[src/rtl/control_interface_output_pkg.sv]
// Shared defaults and FSM encoding for the meter output interface.
// Imported by the top level and its word counter.
package control_interface_output_pkg;

  localparam int SINGLE_DEF     = 32;
  localparam int N_OUTPUT_DEF   = 8;
  localparam int ADDR_WIDTH_DEF = 3;
  localparam int INI_ADDR_DEF   = 0;

  typedef enum logic [1:0] {
    ST_IDLE = 2'd0,
    ST_SWAP = 2'd1,
    ST_SEND = 2'd2,
    ST_DONE = 2'd3
  } state_e;

endpackage

[src/rtl/control_interface_output_addr_counter.sv]
// Word index for a frame: cleared by start, advanced by count,
// saturating at the final word.
module output_addr_counter
  import control_interface_output_pkg::*;
#(
  parameter int N_OUTPUT   = N_OUTPUT_DEF,
  parameter int ADDR_WIDTH = ADDR_WIDTH_DEF
) (
  input  logic                  clk,
  input  logic                  rst,
  input  logic                  start,
  input  logic                  count,
  output logic [ADDR_WIDTH-1:0] addr,
  output logic                  last
);

  logic [ADDR_WIDTH-1:0] cnt_q;
  logic [ADDR_WIDTH-1:0] cnt_d;

  assign addr = cnt_q;
  assign last = (cnt_q == ADDR_WIDTH'(N_OUTPUT - 1));

  always_comb begin
    cnt_d = cnt_q;
    if (start) begin
      cnt_d = '0;
    end else if (count && !last) begin
      cnt_d = cnt_q + ADDR_WIDTH'(1);
    end
  end

  always_ff @(posedge clk) begin
    if (rst) begin
      cnt_q <= '0;
    end else begin
      cnt_q <= cnt_d;
    end
  end

endmodule

[src/rtl/control_interface_output.sv]
// Double-buffered result frame streamed word by word to the meter,
// with registered outputs and a sticky overrun flag.
module control_interface_output
  import control_interface_output_pkg::*;
#(
  parameter int SINGLE     = SINGLE_DEF,
  parameter int N_OUTPUT   = N_OUTPUT_DEF,
  parameter int ADDR_WIDTH = ADDR_WIDTH_DEF,
  parameter int INI_ADDR   = INI_ADDR_DEF
) (
  input  logic                         clk,
  input  logic                         rst,
  input  logic                         sta,
  input  logic [N_OUTPUT*SINGLE-1:0]   I_s,
  input  logic                         exchange_data_sig,
  output logic [SINGLE-1:0]            I_METERVI,
  output logic [ADDR_WIDTH-1:0]        addr_out,
  output logic                         valid_out,
  output logic                         done_sig,
  output logic                         overrun
);

  typedef logic [N_OUTPUT-1:0][SINGLE-1:0] bank_t;

  localparam logic [ADDR_WIDTH-1:0] BASE = ADDR_WIDTH'(INI_ADDR);

  state_e                state_q, state_d;
  bank_t                 shadow_q, shadow_d;
  bank_t                 active_q, active_d;
  logic [SINGLE-1:0]     data_q, data_d;
  logic [ADDR_WIDTH-1:0] addr_q, addr_d;
  logic                  valid_q, valid_d;
  logic                  done_q, done_d;
  logic                  ovr_q, ovr_d;

  logic [ADDR_WIDTH-1:0] cnt;
  logic [ADDR_WIDTH-1:0] nxt;
  logic                  last;

  output_addr_counter #(
    .N_OUTPUT   (N_OUTPUT),
    .ADDR_WIDTH (ADDR_WIDTH)
  ) u_cnt (
    .clk   (clk),
    .rst   (rst),
    .start (state_q == ST_SWAP),
    .count (state_q == ST_SEND),
    .addr  (cnt),
    .last  (last)
  );

  always_comb begin
    state_d = state_q;
    unique case (state_q)
      ST_IDLE: if (exchange_data_sig) state_d = ST_SWAP;
      ST_SWAP: state_d = ST_SEND;
      ST_SEND: if (last) state_d = ST_DONE;
      ST_DONE: state_d = ST_IDLE;
      default: state_d = ST_IDLE;
    endcase
  end

  always_comb begin
    shadow_d = sta ? bank_t'(I_s) : shadow_q;
    active_d = (state_q == ST_SWAP) ? shadow_q : active_q;
    ovr_d    = ovr_q | (exchange_data_sig && state_q != ST_IDLE);
  end

  // Outputs are registered one word ahead: SWAP launches word 0,
  // each SEND cycle launches the word after the one on the bus.
  always_comb begin
    nxt     = cnt + ADDR_WIDTH'(1);
    data_d  = '0;
    addr_d  = BASE;
    valid_d = 1'b0;
    done_d  = 1'b0;
    unique case (state_q)
      ST_SWAP: begin
        data_d  = shadow_q[0];
        valid_d = 1'b1;
      end
      ST_SEND: begin
        if (last) begin
          done_d = 1'b1;
        end else begin
          data_d  = active_q[nxt];
          addr_d  = BASE + nxt;
          valid_d = 1'b1;
        end
      end
      default: ;
    endcase
  end

  always_ff @(posedge clk) begin
    if (rst) begin
      state_q  <= ST_IDLE;
      shadow_q <= '0;
      active_q <= '0;
      data_q   <= '0;
      addr_q   <= BASE;
      valid_q  <= 1'b0;
      done_q   <= 1'b0;
      ovr_q    <= 1'b0;
    end else begin
      state_q  <= state_d;
      shadow_q <= shadow_d;
      active_q <= active_d;
      data_q   <= data_d;
      addr_q   <= addr_d;
      valid_q  <= valid_d;
      done_q   <= done_d;
      ovr_q    <= ovr_d;
    end
  end

  assign I_METERVI = data_q;
  assign addr_out  = addr_q;
  assign valid_out = valid_q;
  assign done_sig  = done_q;
  assign overrun   = ovr_q;

endmodule

[config.mk]
export PLATFORM = sky130hd
export DESIGN_NAME = control_interface_output
export DESIGN_NICKNAME = d
export VERILOG_FILES = /design/src/rtl/control_interface_output_pkg.sv /design/src/rtl/control_interface_output_addr_counter.sv /design/src/rtl/control_interface_output.sv
export SDC_FILE = /design/constraint.sdc
export NUM_CORES = 1
export LEC_CHECK = 0
export ABC_AREA = 0
export CORE_UTILIZATION = 40
export DETAILED_ROUTE_END_ITERATION = 10
export PLACE_DENSITY = 0.63
export SYNTH_ARGS = -nofsm -noshare
export SYNTH_HDL_FRONTEND = slang
export SYNTH_HIERARCHICAL = 1
export SYNTH_SLANG_ARGS = --single-unit
export TNS_END_PERCENT = 50
[constraint.sdc]
create_clock -name clk -period 5.54 [get_ports clk]
set_input_delay 1.108 -clock clk [delete_from_list [all_inputs] [get_ports clk]]
set_output_delay 1.108 -clock clk [all_outputs]
set_load 0.005 [all_outputs]
### After elaboration in Yosys (flattened, before gate mapping)

Cells that the tools add are included.

* bitwise operators: 2
* divide/modulo/power cells: 0
* muxes and demuxes: 10
* multipliers: 0
* add/sub/neg operators: 1
* order comparisons: 1
* shift operators: 0
* reduce and logical (&&, ||, !) cells: 9
* equality and inequality tests: 6

Operators by type and width (number)
* binary-select mux 32 bit (select 3 bit): 1
* two-way mux 32 bit: 2
* case mux 32 bit (2 select lines): 1
* case mux 2 bit (4 select lines): 1
* equality test 2 bit, second input constant: 2
* < comparator 3 x 4 -> 1 bit, second input constant: 1
* two-way mux 2 bit: 2
* inequality test 2 bit, second input constant: 2
* OR reduction 2 bit: 2
* adder 3 x 1 -> 3 bit, second input constant: 1
* equality test 3 bit, second input constant: 1
* OR reduction 3 bit: 1
* equality test 2 x 1 -> 1 bit, second input constant: 1
* logical AND 1 bit: 2
* zero test 2 bit: 1
* two-way mux 1 bit: 2
* case mux 1 bit (2 select lines): 1
* AND reduction 2 bit: 1
* nonzero test 2 bit: 1
* zero test 1 bit: 1
* inverter 1 bit: 1
* bitwise OR 1 bit: 1

* memories kept: 0
* bits in registers: 555
* ROM bits: 0
* bits in latches: 0
* input port bits: 260
* bits in writable memories: 0

### Depth between registers and ports, before layout

* depth after elaboration: 5
* gate-level depth with buffers: 7
* depth with buffers taken out: 6

### By module

The synthesis kept the hierarchy.

Modules (own cells, without submodules)
* control_interface_output: instances 1, seq. area each 11050.6 um^2, cells an instance 1910, area each 20916.3 um^2
* output_addr_counter: instances 1, seq. area each 60.1 um^2, cells an instance 12, area each 142.6 um^2

### Least setup slack after synthesis

Ideal clock, no wire load.

* path kind: input -> register
* from: input rst
* to: register data_q[21], in the netlist I_METERVI[21]
* path slack: 3312 ps
* stages on the path: 5
* setup time: 122 ps
* arrival: 2106 ps
* cell sequence: buf_2 -> and3b_1 -> buf_1 -> clkbuf_1 -> a221o_1

RTL lines
* start: declaration: RTL line control_interface_output.sv:12 `input logic rst,`
* end signal: assignment: RTL line control_interface_output.sv:109 `data_q <= data_d;`
* end: declaration: RTL line control_interface_output.sv:30 `logic [SINGLE-1:0] data_q, data_d;`

### Worst setup path after layout

* from: register u_cnt.cnt_q[0], in the netlist u_cnt/addr[0]
* to: register data_q[5], in the netlist I_METERVI[5]

* elaborated cells on any way between the ends: 6
* those cells by class: add/sub: 1; eq/ne: 1; mux: 4

RTL lines
* start: declaration: RTL line control_interface_output_addr_counter.sv:17 `logic [ADDR_WIDTH-1:0] cnt_q;`
* start signal: assignment: RTL line control_interface_output_addr_counter.sv:36 `cnt_q <= cnt_d;`
* equality test 3 bit: RTL line control_interface_output_addr_counter.sv:21 `assign last = (cnt_q == ADDR_WIDTH'(N_OUTPUT - 1));`
* via last: RTL line control_interface_output.sv:38 `logic last;`
* two-way mux 32 bit: RTL line control_interface_output.sv:83 `if (last) begin`
* case mux 32 bit (2 select lines): RTL line control_interface_output.sv:77 `unique case (state_q)`

The timed path passes the listed nets, and every way through them passes these cells. The select of a mux whose other input is x is not followed.
A chain may end at the register's enable or synchronous reset.

==> reports/results.txt <==
mapped cell area = 0.0211 mm2
area leader, netlist = dfxtp_1
Core Area = 0.0516 mm2
Yosys top cell area share = 52.8%
GPL Wtd Cong = 0.790
ratio of cells with drive above 1 in the final layout = 6.52%
Worst EP required = 6020 ps
Root Driver = clkbuf_16
Slew HR = 30.5%
R2R depth = 8
Post-synth EDFFs = 0
start point of the worst hold path = overrun$_SDFF_PP0_
CP endpoint kind = register
Pleak = 0.0110 uW
WL/cell = 19.6 um
gr usage total = 20.6%
Routed Antenna Nets = 0
CTS tree = yes
worst-path fanout max = 37
post-CTS setup buffers = 0
htree depth = 2
nature of the critical path startpoint = register
Tightest Pin Transition = 1040 ps
Synth Register Bits = 555
Die Span Y = 231 um
drt initial violations = 898
yosys warns = 6
Sum Neg Setup Slack = 0 ps
first-pass GRT wire length = 84400 um
Cell variety after synth = 28
DRT Pass-1 Iters = 5
clock sinks = 555
Worst VDD drop = 0.000349 V
setup ws final = 2230 ps
post-route minimum period = 3310 ps
hpwl dp = 38200 um
Slew Viols, Final = 0
port bufs = 297
number of max-cap violations = 0
grt total ovfl = 0
Clock Path Buffers = 3
DP Worst Slack = 2050 ps
worst hold path type = reg2reg
Reg2Reg Capture Point = I_METERVI[5]$_SDFF_PP0_
area delta synth->final = 25.1%
Gate Count Post-Synth = 1922
clock latency on the worst-skew pair = 610 ps
Final Net Count = 2414
die footprint = 0.0536 mm2
largest net degree at the start of global routing = 179
skew final = 14.6 ps
Hold Fails Final Rpt = 0
most common cell in the synthesized netlist = mux2i_1
DRC = 0
Boundary Pins = 298
top post-synthesis cells by count = mux2i_1, dfxtp_1, nor2_1
Critical R2R Launch = u_cnt/addr[0]$_SDFFE_PP0P_
cts repair resizes = 0
RSZ-0062 raised after global routing = false
arrival time worst endpoint = 3790 ps
routed vias/inst = 5.00
die width = 231 um
fmax = 302 MHz
period utilisation layout = 59.7%
flop-to-flop setup slack = 2230 ps
initial antenna violation count = 13
sequential fraction of the synthesis area = 52.8%
clock-pin slew on the worst setup and hold paths = 60 ps
WS Path Type = reg2reg
FP Rows = 83
outcome = completed
TritonCTS buffer count = 57
Initial Util = 40.8%
Synth area leaders = dfxtp_1, mux2i_1, nor2_1
Avg Synthesized Cell Area = 11.0 um2
syn nets = 2188
number of global-route vias before repair = 14200
via count = 14400
Worst Hold Path Cells = 2
total power = 10600 uW
Finish-stage setup viols = 0
commonest register cell after synthesis = dfxtp_1
cts hold-fix bufs = 0
Detailed Route WL = 56300 um
Post-synth ARST share = 0%
Power Dens Cells = 401 mW/mm2
Hold Path Sink = overrun$_SDFF_PP0_
==> metrics by stage <==
step / hold slack (ps) / cell area, um2 / cells / util [%]
6_report: 473 / 26300 / 2875 / 51.0
5_1_grt: 507 / 26300 / 2873 / 51.0
4_1_cts: 478 / 26300 / 2873 / 51.0
3_5_place_dp: 464 / 24400 / 2769 / 47.3
3_3_place_gp: 458 / 24400 / 2769 / 47.3
2_1_floorplan: 453 / 21100 / 1922 / -
==> flip-flops by register name, indices dropped and copies added, names as in the netlist <==
| name | flops |
|---|---|
| shadow_q | 256 |
| overrun | 1 |
| done_sig | 1 |
| valid_out | 1 |
| I_METERVI | 32 |
| u_cnt/addr | 3 |
| active_q | 256 |
| addr_out | 3 |
| state_q | 2 |
==> placed cells by master (no fill, tap or decap), types with 2 or more instances in the layout <==
cell type          n
mux2i_1          578
dfxtp_1          554
nor2_1           515
clkdlybuf4s50_1  295
clkbuf_16         59
mux4_2            32
o22ai_1           32
a221o_1           32
clkbuf_1          17
clkbuf_8          12
clkinv_2           8
buf_4              8
bufinv_16          6
buf_12             6
nor3_1             5
ha_1               5
inv_1              3
diode_2            2
nand2b_1           2
nor3b_1            2
nand2_1            2
a21oi_1            2
buf_8              2
==> cell families (layout without fill, tap and decap cells) <==
family	count (synthesis)	in the layout	share of synthesized area, %
flops	555	555	52.8
compound gates	67	67	2.55
fa+ha+maj	6	6	0.356
simple gates	535	535	9.87
other cells	0	2	0
xor+xnor	2	2	0.119
buf+inv	147	418	3.45
mux	610	610	30.9
==> report_power, final <==
group	internal (uW)	leakage [uW]	switching [uW]
sequential	4300	0.00453	170
combinational	1040	0.00553	1090
clock	2380	0.000954	1560
total	7730	0.0110	2830
==> worst max path at each step <==
stage,from,to,slack (ps),depth (start not counted)
after floorplan,rst,I_METERVI[21]$_SDFF_PP0_,3310,5
after global placement,rst,active_q[114]$_SDFFE_PP0N_,2130,4
after detailed placement,rst,active_q[210]$_SDFFE_PP0N_,2050,4
after CTS,u_cnt/addr[0]$_SDFFE_PP0P_,I_METERVI[3]$_SDFF_PP0_,2200,8
after global routing,u_cnt/addr[0]$_SDFFE_PP0P_,I_METERVI[15]$_SDFF_PP0_,1980,8
final,u_cnt/addr[0]$_SDFFE_PP0P_,I_METERVI[5]$_SDFF_PP0_,2230,8
==> metal layers <==
metal / global-route usage (%) / wire [um] / vias to the layer above / part of all wire (%)
met1: 26.4 / 25300 / 6889 / 45
met5: 0 / 112 / - / 0.20
met4: 5.59 / 1110 / 18 / 2.0
li1: - / - / 7082 / -
met3: 4.58 / 3100 / 86 / 5.5
met2: 34.5 / 26700 / 310 / 47
==> final cells by class <==
class	count	area, um2
Inverter	3	11.3
Multi-Input combinational cell	1220	9250
Fill cell	4592	25300
Sequential cell	555	11100
Antenna cell	2	5.00
Tap cell	680	851
Clock buffer	88	1710
Clock inverter	16	236
Timing Repair Buffer	311	3160
==> worst max-delay path, cell delays in order, from the launching register on <==
cell and delay, ps:
dfxtp_2 320, buf_4 600, ha_1 290, ha_1 300, nor4bb_4 90, nand3b_1 740
buf_4 410, o22ai_1 120, a221o_1 300
(Power assumes the default switching activity.)
